File: src/rtl/mse_port_io_pkg.sv
// Shared opcodes, FSM state and command layout for the MSE GPIO bank.
package mse_port_io_pkg;

    localparam int unsigned IDX_W  = 6;
    localparam int unsigned BYTE_W = 8;

    localparam logic [1:0] OP_WR_OUT = 2'b00;
    localparam logic [1:0] OP_WR_DIR = 2'b01;
    localparam logic [1:0] OP_RD_IN  = 2'b10;
    localparam logic [1:0] OP_RD_CHG = 2'b11;

    typedef enum logic [1:0] {
        ST_IDLE = 2'd0,
        ST_DATA = 2'd1,
        ST_RESP = 2'd2
    } state_e;

    typedef struct packed {
        logic [1:0]       op;
        logic [IDX_W-1:0] idx;
    } cmd_t;

endpackage

File: src/rtl/mse_port_sync.sv
// One GPIO port: input synchroniser, previous-value register and sticky change flags.
module mse_port_sync
    import mse_port_io_pkg::*;
#(
    parameter int unsigned PORT_W      = 8,
    parameter int unsigned SYNC_STAGES = 2
) (
    input  logic              clk,
    input  logic              rst_n,
    input  logic [PORT_W-1:0] pin_i,
    input  logic [PORT_W-1:0] oe_i,
    input  logic              en_i,
    input  logic              clr_i,
    output logic [PORT_W-1:0] sync_o,
    output logic [PORT_W-1:0] flags_o
);

    logic [SYNC_STAGES-1:0][PORT_W-1:0] sync_q;
    logic [PORT_W-1:0]                  prev_q;
    logic [PORT_W-1:0]                  flags_q;
    logic [PORT_W-1:0]                  flags_d;
    logic [PORT_W-1:0]                  chg_c;

    // Input-mode bits that moved this cycle; a clear keeps same-edge changes.
    always_comb begin
        chg_c   = (sync_q[SYNC_STAGES-1] ^ prev_q) & ~oe_i & {PORT_W{en_i}};
        flags_d = (clr_i ? '0 : flags_q) | chg_c;
    end

    // Synchroniser chain, last-value register and flag storage.
    always_ff @(posedge clk or negedge rst_n) begin
        if (!rst_n) begin
            sync_q  <= '0;
            prev_q  <= '0;
            flags_q <= '0;
        end else begin
            sync_q  <= {sync_q[SYNC_STAGES-2:0], pin_i};
            prev_q  <= sync_q[SYNC_STAGES-1];
            flags_q <= flags_d;
        end
    end

    assign sync_o  = sync_q[SYNC_STAGES-1];
    assign flags_o = flags_q;

endmodule

File: src/rtl/mse_port_io.sv
// MSE GPIO bank: byte-command host interface, per-bit direction, change detection, irq.
module mse_port_io
    import mse_port_io_pkg::*;
#(
    parameter int unsigned NUM_PORTS   = 10,
    parameter int unsigned PORT_W      = 8,
    parameter int unsigned SYNC_STAGES = 2
) (
    input  logic                        MSE_SCLK,
    input  logic                        MSE_RESETN,
    input  logic [BYTE_W-1:0]           rx_data,
    input  logic                        rx_valid,
    output logic                        rx_ready,
    output logic [BYTE_W-1:0]           tx_data,
    output logic                        tx_valid,
    input  logic                        tx_ready,
    input  logic [NUM_PORTS*PORT_W-1:0] port_in,
    output logic [NUM_PORTS*PORT_W-1:0] port_out,
    output logic [NUM_PORTS*PORT_W-1:0] port_oe,
    output logic                        irq
);

    localparam int unsigned    CNT_W      = $clog2(SYNC_STAGES + 2);
    localparam logic [CNT_W-1:0] PRIME_DONE = CNT_W'(SYNC_STAGES + 1);

    state_e                           state_q, state_d;
    logic [NUM_PORTS-1:0][PORT_W-1:0] out_q, out_d;
    logic [NUM_PORTS-1:0][PORT_W-1:0] oe_q, oe_d;
    logic [NUM_PORTS-1:0][PORT_W-1:0] sync_w;
    logic [NUM_PORTS-1:0][PORT_W-1:0] flag_w;
    logic [IDX_W-1:0]                 wr_idx_q, wr_idx_d;
    logic                             wr_dir_q, wr_dir_d;
    logic [BYTE_W-1:0]                tx_data_q, tx_data_d;
    logic                             rx_ready_q, rx_ready_d;
    logic                             tx_valid_q, tx_valid_d;
    logic [CNT_W-1:0]                 prime_q, prime_d;
    logic                             prime_done_c;
    logic [NUM_PORTS-1:0]             sel_c;
    logic [NUM_PORTS-1:0]             clr_c;
    logic [PORT_W-1:0]                rd_sync_c;
    logic [PORT_W-1:0]                rd_flag_c;
    cmd_t                             cmd;

    assign cmd = cmd_t'(rx_data);

    // Per-port synchroniser and change-flag slices.
    for (genvar p = 0; p < NUM_PORTS; p++) begin : g_port
        mse_port_sync #(
            .PORT_W      (PORT_W),
            .SYNC_STAGES (SYNC_STAGES)
        ) u_sync (
            .clk     (MSE_SCLK),
            .rst_n   (MSE_RESETN),
            .pin_i   (port_in[p*PORT_W +: PORT_W]),
            .oe_i    (oe_q[p]),
            .en_i    (prime_done_c),
            .clr_i   (clr_c[p]),
            .sync_o  (sync_w[p]),
            .flags_o (flag_w[p])
        );
    end

    // Hold off flag setting until the synchronisers hold real pin samples.
    always_comb begin
        prime_done_c = (prime_q == PRIME_DONE);
        prime_d      = prime_done_c ? prime_q : prime_q + CNT_W'(1);
    end

    // Index decode and read mux; out-of-range indices match nothing and read zero.
    always_comb begin
        sel_c     = '0;
        rd_sync_c = '0;
        rd_flag_c = '0;
        for (int unsigned p = 0; p < NUM_PORTS; p++) begin
            if (cmd.idx == IDX_W'(p)) begin
                sel_c[p]  = 1'b1;
                rd_sync_c = sync_w[p];
                rd_flag_c = flag_w[p];
            end
        end
    end

    // Command FSM next state, register writes, response capture and flag clear.
    always_comb begin
        state_d   = state_q;
        out_d     = out_q;
        oe_d      = oe_q;
        wr_idx_d  = wr_idx_q;
        wr_dir_d  = wr_dir_q;
        tx_data_d = tx_data_q;
        clr_c     = '0;
        case (state_q)
            ST_IDLE: begin
                if (rx_valid) begin
                    wr_idx_d = cmd.idx;
                    case (cmd.op)
                        OP_WR_OUT, OP_WR_DIR: begin
                            state_d  = ST_DATA;
                            wr_dir_d = (cmd.op == OP_WR_DIR);
                        end
                        OP_RD_IN: begin
                            state_d   = ST_RESP;
                            tx_data_d = BYTE_W'(rd_sync_c);
                        end
                        default: begin
                            state_d   = ST_RESP;
                            tx_data_d = BYTE_W'(rd_flag_c);
                            clr_c     = sel_c;
                        end
                    endcase
                end
            end
            ST_DATA: begin
                if (rx_valid) begin
                    state_d = ST_IDLE;
                    for (int unsigned p = 0; p < NUM_PORTS; p++) begin
                        if (wr_idx_q == IDX_W'(p)) begin
                            if (wr_dir_q) begin
                                oe_d[p] = rx_data[PORT_W-1:0];
                            end else begin
                                out_d[p] = rx_data[PORT_W-1:0];
                            end
                        end
                    end
                end
            end
            ST_RESP: begin
                if (tx_ready) begin
                    state_d = ST_IDLE;
                end
            end
            default: state_d = ST_IDLE;
        endcase
        rx_ready_d = (state_d != ST_RESP);
        tx_valid_d = (state_d == ST_RESP);
    end

    // State and host-visible registers.
    always_ff @(posedge MSE_SCLK or negedge MSE_RESETN) begin
        if (!MSE_RESETN) begin
            state_q    <= ST_IDLE;
            out_q      <= '0;
            oe_q       <= '0;
            wr_idx_q   <= '0;
            wr_dir_q   <= 1'b0;
            tx_data_q  <= '0;
            rx_ready_q <= 1'b1;
            tx_valid_q <= 1'b0;
            prime_q    <= '0;
        end else begin
            state_q    <= state_d;
            out_q      <= out_d;
            oe_q       <= oe_d;
            wr_idx_q   <= wr_idx_d;
            wr_dir_q   <= wr_dir_d;
            tx_data_q  <= tx_data_d;
            rx_ready_q <= rx_ready_d;
            tx_valid_q <= tx_valid_d;
            prime_q    <= prime_d;
        end
    end

    assign rx_ready = rx_ready_q;
    assign tx_valid = tx_valid_q;
    assign tx_data  = tx_data_q;
    assign port_out = out_q;
    assign port_oe  = oe_q;
    assign irq      = |flag_w;

endmodule

File: config.mk
export PLATFORM = sky130hd
export DESIGN_NAME = mse_port_io
export DESIGN_NICKNAME = d
export VERILOG_FILES = /design/src/rtl/mse_port_io_pkg.sv /design/src/rtl/mse_port_sync.sv /design/src/rtl/mse_port_io.sv
export SDC_FILE = /design/constraint.sdc
export NUM_CORES = 1
export LEC_CHECK = 0
export ABC_AREA = 1
export BUFFER_PORTS_ARGS = -buffer_cell sky130_fd_sc_hd__buf_4
export CAP_MARGIN = 10
export CELL_PAD_IN_SITES_DETAIL_PLACEMENT = 2
export CELL_PAD_IN_SITES_GLOBAL_PLACEMENT = 2
export CORE_UTILIZATION = 36
export CTS_CLUSTER_SIZE = 14
export DETAILED_ROUTE_END_ITERATION = 6
export GPL_ROUTABILITY_DRIVEN = 0
export HOLD_SLACK_MARGIN = 0.12
export PLACE_DENSITY = 0.91
export SLEW_MARGIN = 20
export SYNTH_ARGS = -nofsm -noshare
export SYNTH_HDL_FRONTEND = slang
export SYNTH_HIERARCHICAL = 1
export SYNTH_SLANG_ARGS = --single-unit
File: constraint.sdc
create_clock -name MSE_SCLK -period 2.25 [get_ports MSE_SCLK]
set_input_delay 0.3375 -clock MSE_SCLK [delete_from_list [all_inputs] [get_ports MSE_SCLK]]
set_output_delay 0.3375 -clock MSE_SCLK [all_outputs]
set_load 0.02 [all_outputs]
==> metrics.md, run 1 <==
| Metric | Value |
|---|---|
| Max Clock Freq | `332 MHz` |
| Area growth syn-to-layout | `28.5%` |
| Area leader, netlist | `dfrtp_1` |
| Via density | `5.66` |
| GR Overflow Total | `0` |
| Top post-synthesis cells by count | `660 x nand2_1, 500 x dfrtp_1, 220 x inv_1` |
| Syn_area_per_cell | `9.42 µm²` |
| Initial antenna violation count | `3` |
| Die footprint | `55,500 µm²` |
| Final TNS setup | `-0.947 ns` |
| Sequential share of power | `44.4%` |
| Top cell family by delay on the critical path | `simple AND/OR/NAND/NOR gates` |
| Leak | `12.9 nW` |
| Dpl ws | `-0.0401 ns` |
| CP bufs+invs | `2` |
| PD cells | `902 nW/µm²` |
| Share of layout cells above drive strength 1 | `20.3%` |
| Most frequent cell after synthesis | `nand2_1` |
| Htree depth | `2` |
| Total GRT Usage | `36.1%` |
| Share of the synthesized area in the top cell type | `63.7%` |
| Post-synth cell types | `39` |
| Max-slew violation count | `0` |
| CTS tree | `done` |
| Sw Pwr | `6.58 mW` |
| Ant. Diodes | `0` |
| Clk buf depth | `3` |
| Synth Register Bits | `501` |
| Mapped Nets | `2,179` |
| Clock Skew | `0.0352 ns` |
| Sw frac | `28.9%` |
| Max_cap viols | `0` |
| Design area | `25,300 µm²` |
| Critical Path Sink Type | `primary output` |
| Synth top area cells | `dfrtp_1 64%, nand2_1 13%, inv_1 4.2%` |
| Setup violators final | `5` |
| Dominant synthesized flop cell | `dfrtp_1` |
| Synthesized cell area | `19,700 µm²` |
| Detail Route Antenna Nets | `0` |
| DRT Pass-1 Iters | `6` |
| # nets final | `2,515` |
| Die H | `236 µm` |
| Total number of vias | `17,900` |
| Crit path from | `g_port[7].u_sync/flags_o[7]$_DFF_PN0_` |
| EDFF count, synth | `0` |
| Core area | `53,900 µm²` |
| Min Tclk post-route | `3.01 ns` |
| Clock network fraction of total power | `44.2%` |
| Cell-internal power | `16.2 mW` |
| Syn Inst Count | `2,086` |
| Synth warn | `6` |
| Routed len/inst | `32.0 µm` |
| Gate power share | `11.4%` |
| DRC | `0` |
| CP Max Fanout | `2` |
| IO Pins | `263` |
| Final hold vios | `0` |
| Crit-path cells | `nor4_4 > nand4_1 > nor4_2 > buf_4 > nand4_1 > buf_6` |
| Failing checks | `setup timing` |
| Vias in the first global route | `20,453` |
| Worst slew margin | `57.1%` |
| Tot Pwr | `22.8 mW` |
| RSZ-0062 raised after global routing | `yes` |
| IO Port Bufs | `262` |
| Status | `complete, but fails checks` |
| Arrival time worst endpoint | `2.67 ns` |
| # rows | `85` |
| FF-to-FF Start | `state_q[1]$_DFF_PN0_` |
| Worst Hold Class | `in -> async` |
| Register area share after synthesis | `63.8%` |
| Starting Density | `36.4%` |
| Routed wire length | `101,000 µm` |
| CTS sink cnt | `501` |
| Iteration-0 DRC Markers | `1,783` |
| Worst path required time | `1.91 ns` |
| Hpwl dp | `55,200 µm` |
| Peak VDD IR | `0.627 mV` |
| Num CTS Buffers | `55` |
| Worst-path clk slew | `0.06 ns` |
| Final core occ | `46.8%` |
| Root buf cell | `clkbuf_16` |
| Slowest-stage cell, CP | `nor4_4` |
| Slew @ Worst Pin | `0.644 ns` |
| Tcrit/Tclk final | `134%` |
| Die X | `236 µm` |
| Crit path kind | `reg -> out` |
| Final worst slack | `-0.758 ns` |
| First-pass GRT wire length | `147,000 µm` |
| Largest net degree at the start of global routing | `67` |
| Share of synthesized registers carrying an async set or reset | `100%` |
| CP max stage delay | `0.49 ns` |
| Most used cell, CP | `nand4_1` |
| Clk_lat worst skew | `0.64 ns` |
| Startpoint Class | `flop` |
| Cell area after placement | `22,200 µm²` |
==> cell usage in the layout, fill, tap and decap left out, drive strengths merged, types with 83 or more instances in the layout <==
master         n
o21ai        169
dfrtp        500
buf          325
dlygate4sd3   83
nor2         145
inv          241
clkbuf        84
nand3        124
nand2        661
==> cell families after synthesis <==
family | share of synthesized area [%]
buf+inv | 8.88
fa+ha+maj | 0.0637
xor+xnor | 0.0446
mux | 0.0573
simple gates | 21.9
compound gates | 5.23
flops | 63.8
==> path summary, 6_finish.rpt <==
check,end,slack (ns),depth (start not counted)
setup / recovery,irq,-0.76,6
min in group MSE_SCLK,port_oe[22]$_DFFE_PN0P_,0.31,3
hold / removal,g_port[9].u_sync/sync_q[5]$_DFF_PN0_,0.30,2
max in group asynchronous,rx_ready$_DFF_PN1_,1.08,3
hold reg to reg,g_port[0].u_sync/sync_o[6]$_DFF_PN0_,0.35,0
setup reg to reg,g_port[1].u_sync/flags_o[6]$_DFF_PN0_,-0.10,9
==> per-stage QoR <==
stage | hold WS, ns | cells
finish | 0.304 | 3164
global route | 0.305 | 3164
floorplan | 0.0419 | 2086
CTS | 0.280 | 3161
global placement | 0.329 | 2972
detailed placement | 0.333 | 2972
==> per-layer routing <==
metal	vias up	share of wire (%)	track usage [%]
li1	7124	-	-
met1	9309	36	41.2
met2	1035	49	61.5
met3	430	7.7	7.93
met4	2	6.9	22.3
met5	-	0.036	0
==> power groups by stage <==
stage               Clock [mW]  Sequential (mW)  Combinational, mW
finish                    10.1             10.1               2.60
CTS                       9.97             10.0               2.48
global placement             0             10.1               2.10
floorplan                    0             10.3              0.771
global route              10.4             10.1               2.72
detailed placement           0             10.2               2.24
==> flip-flops by register name, indices dropped and copies added (netlist names), 6 cells and up <==
signal	count
g_port.u_sync/flags_o	80
g_port.u_sync/prev_q	80
g_port.u_sync/sync_o	80
g_port.u_sync/sync_q	80
port_oe	80
port_out	80
tx_data	8
wr_idx_q	6
==> cell type report <==
| cell class | count | area (µm²) |
|---|---|---|
| inverter | 241 | 913 |
| fill | 5533 | 28700 |
| clock buffer | 84 | 1690 |
| sequential | 501 | 12500 |
| timing repair buffer | 408 | 3410 |
| tap | 696 | 871 |
| multi-input combinational | 1215 | 5570 |
| clock inverter | 19 | 267 |
==> timing repair <==
| action | 4_1_cts | 5_1_grt |
|---|---|---|
| setup buffers | 3 | 3 |
| setup endpoints to repair | 13 | 79 |
| pin swaps | 6 | 6 |
| endpoints found under the hold margin | 122 | 0 |
| resized for setup | 15 | 32 |
| hold buffers | 83 | 0 |
No activity file was read; power rests on OpenSTA's default activity.
==> run 2: changes to the inputs <==
Settings changed: CORE_UTILIZATION 36 to 32, PLACE_DENSITY 0.91 to 0.86.
Clock period 2.25 ns to 2.6 ns, I/O delays scaled along.
==> run 2 against run 1 <==
The flow still finishes with violations (setup timing). Hold slack got worse by 0.14 ns. Die area grew 12%. Clock power decreased by 15%. Clock-buffer cell count is 7 lower. Via count is 7.2% lower. Critical path depth unchanged. Critical path type unchanged. Critical endpoint unchanged. Largest power group unchanged. Highest routed layer unchanged.
==> metrics.md, run 2 (same netlist as run 1, synthesis figures left out) <==
| Metric | Value |
|---|---|
| Share of layout cells above drive strength 1 | `18.6% (-1.7 points)` |
| Gate power share | `10.8% (-0.6 points)` |
| Total number of vias | `16,607 (-7.2%)` |
| CTS tree | `done` |
| Crit path kind | `reg -> out` |
| Failing checks | `setup timing` |
| Clock Skew | `0.0213 ns (-0.0139 ns)` |
| Slew @ Worst Pin | `0.745 ns (+0.102 ns)` |
| Status | `complete, but fails checks` |
| Root buf cell | `clkbuf_16` |
| Clk buf depth | `3 (unchanged)` |
| CTS sink cnt | `501 (unchanged)` |
| Max-slew violation count | `0 (unchanged)` |
| Sequential share of power | `44.8% (+0.4 points)` |
| Initial antenna violation count | `3 (unchanged)` |
| Critical Path Sink Type | `primary output` |
| Detail Route Antenna Nets | `0 (unchanged)` |
| IO Port Bufs | `262 (unchanged)` |
| Final TNS setup | `-0.312 ns (+0.635 ns)` |
| Worst path required time | `2.21 ns (+0.30 ns)` |
| # rows | `90 (+5.9%)` |
| Most frequent cells in the layout | `660 x nand2_1, 496 x dfrtp_1, 293 x buf_4` |
| Cell area after placement | `22,100 µm² (-0.53%)` |
| Num CTS Buffers | `55 (unchanged)` |
| Max_cap viols | `0 (unchanged)` |
| Sw frac | `27.6% (-1.3 points)` |
| GR Overflow Total | `0 (unchanged)` |
| Clock network fraction of total power | `44.4% (+0.2 points)` |
| Tot Pwr | `19.4 mW (-15%)` |
| Final hold vios | `0 (unchanged)` |
| Max Clock Freq | `343 MHz` |
| Routed len/inst | `26.6 µm (-17%)` |
| Iteration-0 DRC Markers | `1,061 (-40%)` |
| Die H | `250 µm (+6.0%)` |
| Fillers | `6,368 (+15%)` |
| Largest net degree at the start of global routing | `90 (+34%)` |
| WHS Path Cells | `3` |
| Min Tclk post-route | `2.91 ns` |
| Hpwl dp | `53,400 µm (-3.2%)` |
| Vias in the first global route | `19,117 (-6.5%)` |
| DRT Pass-1 Iters | `5 (-1)` |
| Starting Density | `32.5% (-3.9 points)` |
| Dpl ws | `0.254 ns (+0.294 ns)` |
| Core area | `60,500 µm² (+12%)` |
| Final worst slack | `-0.312 ns (+0.445 ns)` |
| Total GRT Usage | `27.5% (-8.6 points)` |
| Setup slack, reg-to-reg | `0.06 ns (+0.16 ns)` |
| Peak VDD IR | `0.590 mV (-5.8%)` |
| FF-to-FF Start | `state_q[0]$_DFF_PN0_` |
| Routed wire length | `86,000 µm (-15%)` |
| FF-to-FF path depth | `8 (-1)` |
| DRC | `0 (unchanged)` |
| CP Max Fanout | `3 (+1)` |
| Die footprint | `62,400 µm² (+12%)` |
| Worst slew margin | `50.2% (-6.9 points)` |
| Slowest-stage cell, CP | `dfrtp_2` |
| Design area | `25,000 µm² (-0.97%)` |
| First-pass GRT wire length | `128,000 µm (-13%)` |
| Tcrit/Tclk final | `112%` |
| Die X | `250 µm (+6.0%)` |
| PD cells | `776 nW/µm² (-14%)` |
| Hold endpoint | `port_oe[18]$_DFFE_PN0P_` |
| Worst Hold Class | `in -> reg` |
| # nets final | `2,491 (-0.95%)` |
| RSZ-0062 raised after global routing | `yes` |
| RR Endpoint | `g_port[8].u_sync/flags_o[4]$_DFF_PN0_` |
| Htree depth | `2 (unchanged)` |
| Cell-internal power | `14.0 mW (-13%)` |
| Arrival time worst endpoint | `2.52 ns (-0.15 ns)` |
| Startpoint Class | `flop` |
| Setup violators final | `1 (-4)` |
| Crit-path cells | `nor4_4 > nand4_1 > nor4_2 > buf_4 > nand4_1 > buf_4` |
| Area growth syn-to-layout | `27.3%` |
| Clk_lat worst skew | `0.63 ns (about the same)` |
| Most common cell after layout, fill and taps aside | `nand2_1` |
| Fin Hold WS | `0.168 ns (-0.136 ns)` |
| Worst min-delay path startpoint | `rx_data[2]` |
| Sw Pwr | `5.36 mW (-19%)` |
| Worst-path clk slew | `0.07 ns (about the same)` |
| Leak | `12.7 nW (-1.3%)` |
| CP max stage delay | `0.46 ns (-0.03 ns)` |
| Via density | `5.15 (-9.0%)` |
| IO Pins | `263 (unchanged)` |
-- run 2: changes by cell type in the layout (fill, tap and decap cells not counted), moves of 4 or more --
cell,change
buf_4,-20
clkbuf_8,-8
clkinv_2,+5
nand2_1,+4
nand2_2,-4
nand3_1,+4
nor4_1,+7
nor4_2,-6
o21ai_0,+5
o21ai_1,-5
-- run 2: worst max-delay path, delay by kind of cell, from the launching register on --
kind / cells / cell delay, ns
simple gates: 4 / 1.05
buf+inv: 2 / 0.39
flops: 1 / 0.46
-- run 2: area by class of cell --
cell class	count	area, µm²	area share [%]
multi-input cells	1215	5450	21.8
clock inverters	26	360	1.44
clock buffers	77	1580	6.31
inverters	241	910	3.64
flip-flops and latches	501	12500	50.2
well taps	782	978	3.91
repair buffers	384	3190	12.7
diodes	1	2.50	0.0100
-- run 2: worst max-delay path by stage --
stage	from	endpoint	slack, ns
after global placement	g_port[2].u_sync/flags_o[0]$_DFF_PN0_	irq	0.34
after global routing	g_port[2].u_sync/flags_o[1]$_DFF_PN0_	irq	-0.33
final	g_port[7].u_sync/flags_o[6]$_DFF_PN0_	irq	-0.31
after CTS	g_port[2].u_sync/flags_o[1]$_DFF_PN0_	irq	-0.26
after floorplan	g_port[9].u_sync/flags_o[5]$_DFF_PN0_	irq	0.92
after detailed placement	rx_data[5]	tx_data[6]$_DFFE_PN0P_	0.25
-- run 2: metrics by stage --
step	instances	util, %
floorplan	2086	-
global placement	3033	36.5
detailed placement	3033	36.5
CTS	3222	41.2
global route	3226	41.4
finish	3227	41.4
-- run 2: timing repair --
action	CTS	global route
endpoints found under the setup margin	1	1
hold endpoints to repair	516	0
gates resized for setup	6	10
pin swaps	5	6
gates cloned	0	0
hold buffers	83	0
buffers inserted	3	4
-- run 2: power groups by stage --
stage | logic (mW) | registers, mW | clock network [mW]
4_1_cts | 2.05 | 8.67 | 8.60
3_3_place_gp | 1.80 | 8.76 | 0
5_1_grt | 2.24 | 8.73 | 8.98
3_5_place_dp | 1.90 | 8.80 | 0
6_report | 2.09 | 8.70 | 8.62
2_1_floorplan | 0.667 | 8.91 | 0
-- run 2: metal layers --
metal | GRT usage [%] | share of wire (%) | wire length (µm)
met2 | 48.2 | 51 | 43600
met3 | 5.36 | 5.9 | 5100
met5 | 0 | 0.015 | 13
met4 | 14.0 | 5.0 | 4310
met1 | 31.9 | 38 | 32900
==> run 3: changes to the inputs <==
--- a/config.mk
+++ b/config.mk
@@ -11,10 +11,10 @@
 export CELL_PAD_IN_SITES_DETAIL_PLACEMENT = 2
 export CELL_PAD_IN_SITES_GLOBAL_PLACEMENT = 2
-export CORE_UTILIZATION = 32
+export CORE_UTILIZATION = 38
 export CTS_CLUSTER_SIZE = 14
 export DETAILED_ROUTE_END_ITERATION = 6
 export GPL_ROUTABILITY_DRIVEN = 0
 export HOLD_SLACK_MARGIN = 0.12
-export PLACE_DENSITY = 0.86
+export PLACE_DENSITY = 0.94
 export SLEW_MARGIN = 20
 export SYNTH_ARGS = -nofsm -noshare
==> constraint.sdc (replaced) <==
create_clock -name MSE_SCLK -period 3.46 [get_ports MSE_SCLK]
set_input_delay 0.173 -clock MSE_SCLK [delete_from_list [all_inputs] [get_ports MSE_SCLK]]
set_output_delay 0.173 -clock MSE_SCLK [all_outputs]
set_load 0.02 [all_outputs]
==> run 3 against run 2 <==
The run ends with DRC left. Via count up 8.5%. Setup slack better by 0.60 ns. Sequential share of layout area up 0.86 points. First-iteration DRC count up 48%. Core utilization up 7.2 points. Global-route usage up 12 points. Clock power down 26%. Critical path depth up 3. Register-to-register slack better by 0.23 ns. Largest power group unchanged.
==> metrics.md, run 3 (same netlist as run 1, synthesis figures left out) <==
| Metric | Value |
|---|---|
| Status | `complete, but fails checks` |
| Failing checks | `DRC` |
| Clock Skew | `0.0299 ns (+0.00865 ns)` |
| Die H | `229 µm (-8.2%)` |
| Worst Hold Class | `in -> reg` |
| Max-slew violation count | `0 (unchanged)` |
| Hold Buf Count CTS | `87 (+4.8%)` |
| FF-to-FF path depth | `9 (+1)` |
| Final core occ | `48.6% (+7.2 points)` |
| Routed wire length | `102,000 µm (+19%)` |
| Via density | `5.81 (+13%)` |
| # rows | `82 (-8.9%)` |
| Non-Filler Instances | `3,099 (-4.0%)` |
| Share of layout cells above drive strength 1 | `17.2% (-1.4 points)` |
| DRT Pass-1 Iters | `7 (+2)` |
| Num CTS Buffers | `55 (unchanged)` |
| CTS sink cnt | `501 (unchanged)` |
| CP Max Fanout | `13 (+10)` |
| Critical Path Sink Type | `flop` |
| Routed len/inst | `32.9 µm (+24%)` |
| Crit path kind | `reg -> reg` |
| Most common cell after layout, fill and taps aside | `nand2_1` |
| Vias in the first global route | `20,567 (+7.6%)` |
| Largest net degree at the start of global routing | `107 (+19%)` |
| Area growth syn-to-layout | `25.1%` |
| GR Overflow Total | `0 (unchanged)` |
| Total GRT Usage | `39.3% (+12 points)` |
| Multi-input logic area | `5370 µm² (-1.5%)` |
| # nets final | `2,475 (-0.64%)` |
| Core area | `50,600 µm² (-16%)` |
| Post-CTS Setup Bufs | `0 (-3)` |
| Root buf cell | `clkbuf_16` |
| Worst-path clk slew | `0.07 ns (about the same)` |
| Final TNS setup | `0 ns (+0.312 ns)` |
| CTS tree | `done` |
| Max Clock Freq | `316 MHz` |
| Leak | `12.5 nW (-1.4%)` |
| IO Port Bufs | `262 (unchanged)` |
| Slew @ Worst Pin | `1.03 ns (+0.285 ns)` |
| Worst path required time | `3.98 ns (+1.77 ns)` |
| PD cells | `596 nW/µm² (-23%)` |
| Initial antenna violation count | `3 (unchanged)` |
| Fillers | `5,185 (-19%)` |
| Startpoint Class | `flop` |
| Iteration-0 DRC Markers | `1,566 (+48%)` |
| Final hold vios | `0 (unchanged)` |
| Worst slew margin | `31.3% (-19 points)` |
| Peak VDD IR | `0.404 mV (-32%)` |
| Die footprint | `52,600 µm² (-16%)` |
| Min Tclk post-route | `3.17 ns` |
| Total number of vias | `18,016 (+8.5%)` |
| IO Pins | `263 (unchanged)` |
| Arrival time worst endpoint | `3.69 ns (+1.17 ns)` |
| Most frequent cells in the layout | `660 x nand2_1, 500 x dfrtp_1, 274 x buf_4` |
| DRC | `3 (+3)` |
| Hpwl dp | `55,700 µm (+4.3%)` |
| Setup violators final | `0 (-1)` |
| Placed cells | `2,910 (-4.1%)` |
| Htree depth | `2 (unchanged)` |
| Max_cap viols | `0 (unchanged)` |
| Clk_lat worst skew | `0.65 ns (+0.02 ns)` |
| Fin Hold WS | `0.177 ns (+0.00963 ns)` |
| WHS Path Cells | `2 (-1)` |
| Clk buf depth | `3 (unchanged)` |
| Tcrit/Tclk final | `91.6%` |
| Sequential Area | `12,500 µm² (about the same)` |
| First-pass GRT wire length | `150,000 µm (+17%)` |
| Resize count post-CTS | `0 (-6)` |
| Detail Route Antenna Nets | `0 (unchanged)` |
| Starting Density | `38.8% (+6.4 points)` |
| Die X | `229 µm (-8.2%)` |
| RSZ-0062 raised after global routing | `no` |
==> run 3: cell type report <==
class	count	area share (%)
well taps	672	3.42
multi-input cells	1215	21.8
inverters	241	3.70
clock buffers	79	6.50
flip-flops and latches	501	51.0
clock inverters	19	1.02
diodes	4	0.0407
repair buffers	368	12.5
==> run 3: path summary, 6_finish.rpt <==
path,start,endpoint,slack [ns]
min in group asynchronous,MSE_RESETN,port_out[75]$_DFFE_PN0P_,0.19
min reg2reg,g_port[4].u_sync/sync_q[3]$_DFF_PN0_,g_port[4].u_sync/sync_o[3]$_DFF_PN0_,0.34
max in group asynchronous,MSE_RESETN,g_port[3].u_sync/sync_q[0]$_DFF_PN0_,2.12
max reg2reg,state_q[0]$_DFF_PN0_,g_port[8].u_sync/flags_o[4]$_DFF_PN0_,0.29
min,port_in[12],g_port[1].u_sync/sync_q[4]$_DFF_PN0_,0.18
max,state_q[0]$_DFF_PN0_,g_port[8].u_sync/flags_o[4]$_DFF_PN0_,0.29
==> run 3: critical path, stage by stage (launching register included) <==
cell,delay [ns]
dfrtp_1,0.42
nor2_1,0.24
nand2_1,0.40
nor2_2,0.23
buf_4,0.25
nand2_1,0.36
nor4_1,0.48
inv_1,0.33
nand2_1,0.23
nand2_1,0.09
==> run 3: routing by layer <==
| layer | global-route usage, % | vias up | share of wire (%) |
|---|---|---|---|
| met5 | 0 | - | 0.021 |
| met4 | 25.5 | 4 | 7.2 |
| met3 | 11.2 | 441 | 8.3 |
| met2 | 65.2 | 1112 | 49 |
| met1 | 44.4 | 9423 | 36 |
| li1 | - | 7036 | - |
==> run 3: metrics by stage <==
stage                     instance area (µm²)  worst slack [ns]  total power [mW]
after detailed placement                21800             0.640              8.05
after floorplan                         19700              1.81              7.20
after global placement                  21800             0.745              7.91
final                                   24600             0.291              14.6
after CTS                               24600             0.548              14.4
after global routing                    24600             0.403              14.9
==> run 3: where the power goes <==
| group | total [mW] | switching [mW] | internal [mW] | leakage (nW) |
|---|---|---|---|---|
| Clock | 6.39 | 2.81 | 3.59 | 0.915 |
| Sequential | 6.57 | 0.376 | 6.20 | 5.98 |
| Combinational | 1.68 | 1.12 | 0.563 | 5.64 |
| Total | 14.6 | 4.30 | 10.3 | 12.5 |
